## config.mk

```make
export PLATFORM = sky130hd
export DESIGN_NAME = gyro_rate_reader
export DESIGN_NICKNAME = d
export VERILOG_FILES = /design/src/rtl/gyro_rate_reader.sv
export SDC_FILE = /design/constraint.sdc
export NUM_CORES = 1
export LEC_CHECK = 0
export ABC_AREA = 1
export BUFFER_PORTS_ARGS = -buffer_cell sky130_fd_sc_hd__buf_4
export CAP_MARGIN = 25
export CORE_MARGIN = 1
export CORE_UTILIZATION = 51
export CTS_CLUSTER_DIAMETER = 150
export DETAILED_ROUTE_END_ITERATION = 8
export GPL_ROUTABILITY_DRIVEN = 0
export PLACE_DENSITY_LB_ADDON = 0.25
export SLEW_MARGIN = 20
export SYNTH_ARGS = -nofsm -noshare
export SYNTH_HDL_FRONTEND = slang
export SYNTH_SLANG_ARGS = --single-unit
```

## constraint.sdc

```tcl
create_clock -name clk -period 2.6 [get_ports clk]
set_input_delay 0.13 -clock clk [delete_from_list [all_inputs] [get_ports clk]]
set_output_delay 0.13 -clock clk [all_outputs]
set_load 0.01 [all_outputs]
```

## src/rtl/gyro_rate_reader.sv

```systemverilog
// Power-up wait, sensor register init, then INT-driven yaw-rate reads through a 16-bit SPI master.
// Optional done-watchdog enabled by defining GYRO_TMO_EN.
module gyro_rate_reader #(
    parameter int FAST_SIM = 1,
    parameter int TMO_CLKS = 1024
) (
    input  logic        clk,
    input  logic        rst,
    input  logic        INT,
    input  logic        done,
    input  logic [15:0] resp,
    output logic        snd,
    output logic [15:0] cmd,
    output logic        vld,
    output logic [15:0] yaw_rt,
    output logic        tmo_err
);

    typedef enum logic [3:0] {
        PWRUP    = 4'd0,
        INIT1    = 4'd1,
        INIT2    = 4'd2,
        INIT3    = 4'd3,
        INIT4    = 4'd4,
        WAIT_INT = 4'd5,
        RD_YL    = 4'd6,
        RD_YH    = 4'd7
    } state_t;

    localparam logic [15:0] CMD_INIT1 = 16'h0D02;
    localparam logic [15:0] CMD_INIT2 = 16'h1053;
    localparam logic [15:0] CMD_INIT3 = 16'h1150;
    localparam logic [15:0] CMD_INIT4 = 16'h1460;
    localparam logic [15:0] CMD_RD_YL = 16'hA600;
    localparam logic [15:0] CMD_RD_YH = 16'hA700;

    // Power-up ends on the clock that completes 2^WAIT_POW counts since reset.
    localparam int          WAIT_POW  = (FAST_SIM != 0) ? 9 : 16;
    localparam logic [16:0] WAIT_FULL = (17'd1 << WAIT_POW) - 17'd1;
    localparam logic [15:0] WAIT_MASK = WAIT_FULL[15:0];

    state_t      state_q, state_d;
    logic [15:0] timer_q, timer_d;
    logic        snd_q, snd_d;
    logic [15:0] cmd_q, cmd_d;
    logic        vld_q, vld_d;
    logic [15:0] yaw_rt_q, yaw_rt_d;
    logic [7:0]  yawl_q, yawl_d;
    logic        int_ff1_q, int_ff2_q;
    logic        tmo_err_q, tmo_err_d;
    logic        pwrup_done_s;
    logic        busy_s;
    logic        unused_s;

`ifdef GYRO_TMO_EN
    localparam logic [15:0] TMO_LAST = 16'(TMO_CLKS - 1);
    logic [15:0] wdog_q, wdog_d;
`endif

    assign pwrup_done_s = ((timer_q & WAIT_MASK) == WAIT_MASK);
    assign busy_s       = (state_q == INIT1) || (state_q == INIT2) || (state_q == INIT3) ||
                          (state_q == INIT4) || (state_q == RD_YL) || (state_q == RD_YH);
    assign unused_s     = ^{resp[15:8], (TMO_CLKS != 0)};

    // Next-state, command issue and sample capture.
    always_comb begin
        state_d   = state_q;
        timer_d   = timer_q + 16'd1;
        snd_d     = 1'b0;
        cmd_d     = cmd_q;
        vld_d     = 1'b0;
        yaw_rt_d  = yaw_rt_q;
        yawl_d    = yawl_q;
        tmo_err_d = tmo_err_q;

        case (state_q)
            PWRUP: begin
                if (pwrup_done_s) begin
                    state_d = INIT1;
                    snd_d   = 1'b1;
                    cmd_d   = CMD_INIT1;
                end else begin
                    state_d = PWRUP;
                end
            end
            INIT1: begin
                if (done) begin
                    state_d = INIT2;
                    snd_d   = 1'b1;
                    cmd_d   = CMD_INIT2;
                end else begin
                    state_d = INIT1;
                end
            end
            INIT2: begin
                if (done) begin
                    state_d = INIT3;
                    snd_d   = 1'b1;
                    cmd_d   = CMD_INIT3;
                end else begin
                    state_d = INIT2;
                end
            end
            INIT3: begin
                if (done) begin
                    state_d = INIT4;
                    snd_d   = 1'b1;
                    cmd_d   = CMD_INIT4;
                end else begin
                    state_d = INIT3;
                end
            end
            INIT4: begin
                if (done) begin
                    state_d = WAIT_INT;
                end else begin
                    state_d = INIT4;
                end
            end
            WAIT_INT: begin
                if (int_ff2_q) begin
                    state_d = RD_YL;
                    snd_d   = 1'b1;
                    cmd_d   = CMD_RD_YL;
                end else begin
                    state_d = WAIT_INT;
                end
            end
            RD_YL: begin
                if (done) begin
                    yawl_d  = resp[7:0];
                    state_d = RD_YH;
                    snd_d   = 1'b1;
                    cmd_d   = CMD_RD_YH;
                end else begin
                    state_d = RD_YL;
                end
            end
            RD_YH: begin
                if (done) begin
                    yaw_rt_d = {resp[7:0], yawl_q};
                    vld_d    = 1'b1;
                    state_d  = WAIT_INT;
                end else begin
                    state_d = RD_YH;
                end
            end
            default: begin
                state_d = PWRUP;
            end
        endcase

`ifdef GYRO_TMO_EN
        // A done arriving on the last watchdog clock still wins over the timeout.
        if (busy_s && !done && (wdog_q == TMO_LAST)) begin
            tmo_err_d = 1'b1;
            state_d   = INIT1;
            snd_d     = 1'b1;
            cmd_d     = CMD_INIT1;
            vld_d     = 1'b0;
        end else begin
            tmo_err_d = tmo_err_q;
        end

        if (snd_d) begin
            wdog_d = 16'd0;
        end else if (busy_s) begin
            wdog_d = wdog_q + 16'd1;
        end else begin
            wdog_d = 16'd0;
        end
`endif
    end

    // State, timer, INT synchronizer and registered outputs.
    always_ff @(posedge clk) begin
        if (rst) begin
            state_q   <= PWRUP;
            timer_q   <= 16'd0;
            snd_q     <= 1'b0;
            cmd_q     <= 16'h0000;
            vld_q     <= 1'b0;
            yaw_rt_q  <= 16'h0000;
            yawl_q    <= 8'h00;
            int_ff1_q <= 1'b0;
            int_ff2_q <= 1'b0;
            tmo_err_q <= 1'b0;
`ifdef GYRO_TMO_EN
            wdog_q    <= 16'd0;
`endif
        end else begin
            state_q   <= state_d;
            timer_q   <= timer_d;
            snd_q     <= snd_d;
            cmd_q     <= cmd_d;
            vld_q     <= vld_d;
            yaw_rt_q  <= yaw_rt_d;
            yawl_q    <= yawl_d;
            int_ff1_q <= INT;
            int_ff2_q <= int_ff1_q;
            tmo_err_q <= tmo_err_d;
`ifdef GYRO_TMO_EN
            wdog_q    <= wdog_d;
`endif
        end
    end

    assign snd     = snd_q;
    assign cmd     = cmd_q;
    assign vld     = vld_q;
    assign yaw_rt  = yaw_rt_q;
    assign tmo_err = tmo_err_q;

endmodule

```

==> metrics <==
Switching Fraction 22.1%; Fin. Hold Viols 0; placed insts 343; PortBufs 41; total wire length 3640 um; min-delay src INT; arrival time at the worst endpoint 2.23 ns; Initial Util 53.8%; Seq cells post-synth 49; Clock power frac 36.5%; max-cap violations 0; PwrDens 535 nW/um2; clk buf depth 2; internal power 0.990 mW; layout cell share with drive strength beyond 1 22.8%; status finished, final reports clean; postcts setup bufs 0; clock sinks 49; Initial DRT Pass Iterations 4; highest clock rate 0.492 GHz; met2 routed WL 1660 um; core box area 3720 um2; diode count 0; Top Metal Used met4; vias in the first global route 1412; R2R depth 14; clk_skew 0.00660 ns; setup slack, reg-to-reg 0.57 ns; CTS tree built; vias per cell 4.82; RSZ-0062 raised after global routing false; register area share after synthesis 49.0%; Post-synth top cells nor2_1, dfxtp_1, o21ai_0; Period Utilization, post-route 78.2%; Seq pwr share 59.6%; Wirelength per Cell 10.4 um; row count 22; insertion delay to the later sink of the worst-skew pair 0.30 ns; R2R Path End cmd[10]; Synth area leader dfxtp_1; total grt overflow 0; Worst-path clk slew 0.08 ns; main flop type after synthesis dfxtp_1; root buf cell clkbuf_8; DP HPWL 2500 um; largest net degree at the start of global routing 34; cts repair resizes 0; Synth area leaders dfxtp_1, nor2_1, o21ai_0; Routed met1 length 1770 um; first-pass GRT wire length 5950 um; die extent in y 64.6 um; H-Tree Depth 2; CP startpoint kind register; via count 1691; hold endpoint int_ff1_q; Non-Filler Instances 351; DRC Markers 0; Worst EP required 2.80 ns; Routed Antenna Nets 0; Iteration-0 DRC Markers 61; minimum clock period 2.03 ns; hold buffers post-CTS 0; initial antenna violation count 0; Leak 1.05 nW; Worst slew margin 46.6%; gr usage total 18.6%; CTS buffer count 5; asr flop ratio synth 0%; Syn Area/Cell 7.49 um2; NetSw 0.281 mW; Yosys cell types 25; wire length on met3 163 um; share of the synthesized area in the top cell type 49.0%; Slew Limit Fails 0; setup TNS 0 ns; kind of critical path reg -> reg; crit path max fanout 7; Comb pwr share 3.8%; die area 4180 um2; Hold WC Path Type in -> reg; count leader, synth nor2_1; peak supply drop 372 uV; Worst R2R Start timer_q[0]; Mapped Area 2000 um2; Worst-Margin Slew 0.800 ns; endpoint class of the critical path register; Yosys warning total 0; Post-synth EDFFs 0; Hold Path Depth 3; # IOs 55; Nets 324; Final Setup Violations 0; Syn-to-layout area delta 18.7%; die width 64.6 um; Synth Instances 267
logic make-up after synthesis:
| family | share of synthesized area (%) |
|---|---|
| buf+inv | 9.63 |
| simple gates | 29.3 |
| compound gates | 10.6 |
| fa+ha+maj | 1.25 |
| other cells | 0.187 |
| flops | 49.0 |
power by group through the flow:
stage	Sequential [mW]	Combinational, mW	Clock, mW
after floorplan	0.775	0.0362	0
after global routing	0.759	0.0572	0.504
after global placement	0.775	0.0477	0
final	0.758	0.0487	0.464
after detailed placement	0.776	0.0489	0
after CTS	0.758	0.0489	0.475
cell type report:
type | count | area (um2)
Sequential cell | 49 | 981
Clock inverter | 2 | 13.8
Fill cell | 358 | 1340
Multi-Input combinational cell | 182 | 842
Clock buffer | 6 | 82.6
Timing Repair Buffer | 41 | 308
Inverter | 23 | 87.6
Tap cell | 48 | 60.1
critical path, stage by stage, from the launching register on:
cell and delay, ns:
dfxtp_1 0.36, ha_1 0.17, nand2_1 0.05, inv_1 0.07, nand2_1 0.08, nor3_1 0.22
nand2_1 0.11, nor2_1 0.11, ha_1 0.17, nand3b_1 0.13, nand2_2 0.09, nor2_4 0.16
nand3_2 0.09, nand2_1 0.07, nor2_1 0.05
state kept, by name, summed over array words and instances, names as in the netlist:
| name | count |
|---|---|
| int_ff1_q | 1 |
| yaw_rt | 16 |
| cmd | 9 |
| vld | 1 |
| snd | 1 |
| int_ff2_q | 1 |
| yawl_q | 8 |
| timer_q | 9 |
| state_q | 3 |
worst max-delay path by stage:
stage | from | end | slack, ns | cells after the start
detailed placement | timer_q[0] | cmd[10] | 0.59 | 14
global route | timer_q[0] | cmd[4] | 0.29 | 13
finish | timer_q[0] | cmd[10] | 0.57 | 14
CTS | timer_q[0] | cmd[12] | 0.56 | 13
floorplan | timer_q[0] | cmd[10] | 0.83 | 14
global placement | timer_q[0] | cmd[10] | 0.63 | 14
per-stage QoR:
step	cell area, um2	power (mW)	setup WS (ns)	hold WS [ns]	utilization [%]
after floorplan	2020	0.811	0.830	0.237	-
after detailed placement	2280	0.824	0.587	0.340	61.3
after global routing	2370	1.32	0.293	0.0580	63.9
after CTS	2370	1.28	0.564	0.0267	63.9
final	2370	1.27	0.567	0.0294	63.9
after global placement	2280	0.823	0.627	0.330	61.3
layout by cell type (no fill, tap or decap), drive strengths merged:
| master | n |
|---|---|
| a21oi | 13 |
| nand3b | 1 |
| nand2 | 33 |
| dfxtp | 49 |
| nor3 | 5 |
| o21ai | 28 |
| inv | 22 |
| buf | 41 |
| nand4 | 2 |
| clkbuf | 6 |
| a31oi | 1 |
| nand3 | 12 |
| clkinv | 3 |
| ha | 2 |
| nor2 | 80 |
| conb | 5 |
metal layers:
metal,GRT usage (%),vias up
li1,-,897
met1,23.6,749
met2,28.9,39
met3,4.58,6
met4,10.0,0
met5,0,-
No activity file was read; power rests on OpenSTA's default activity.
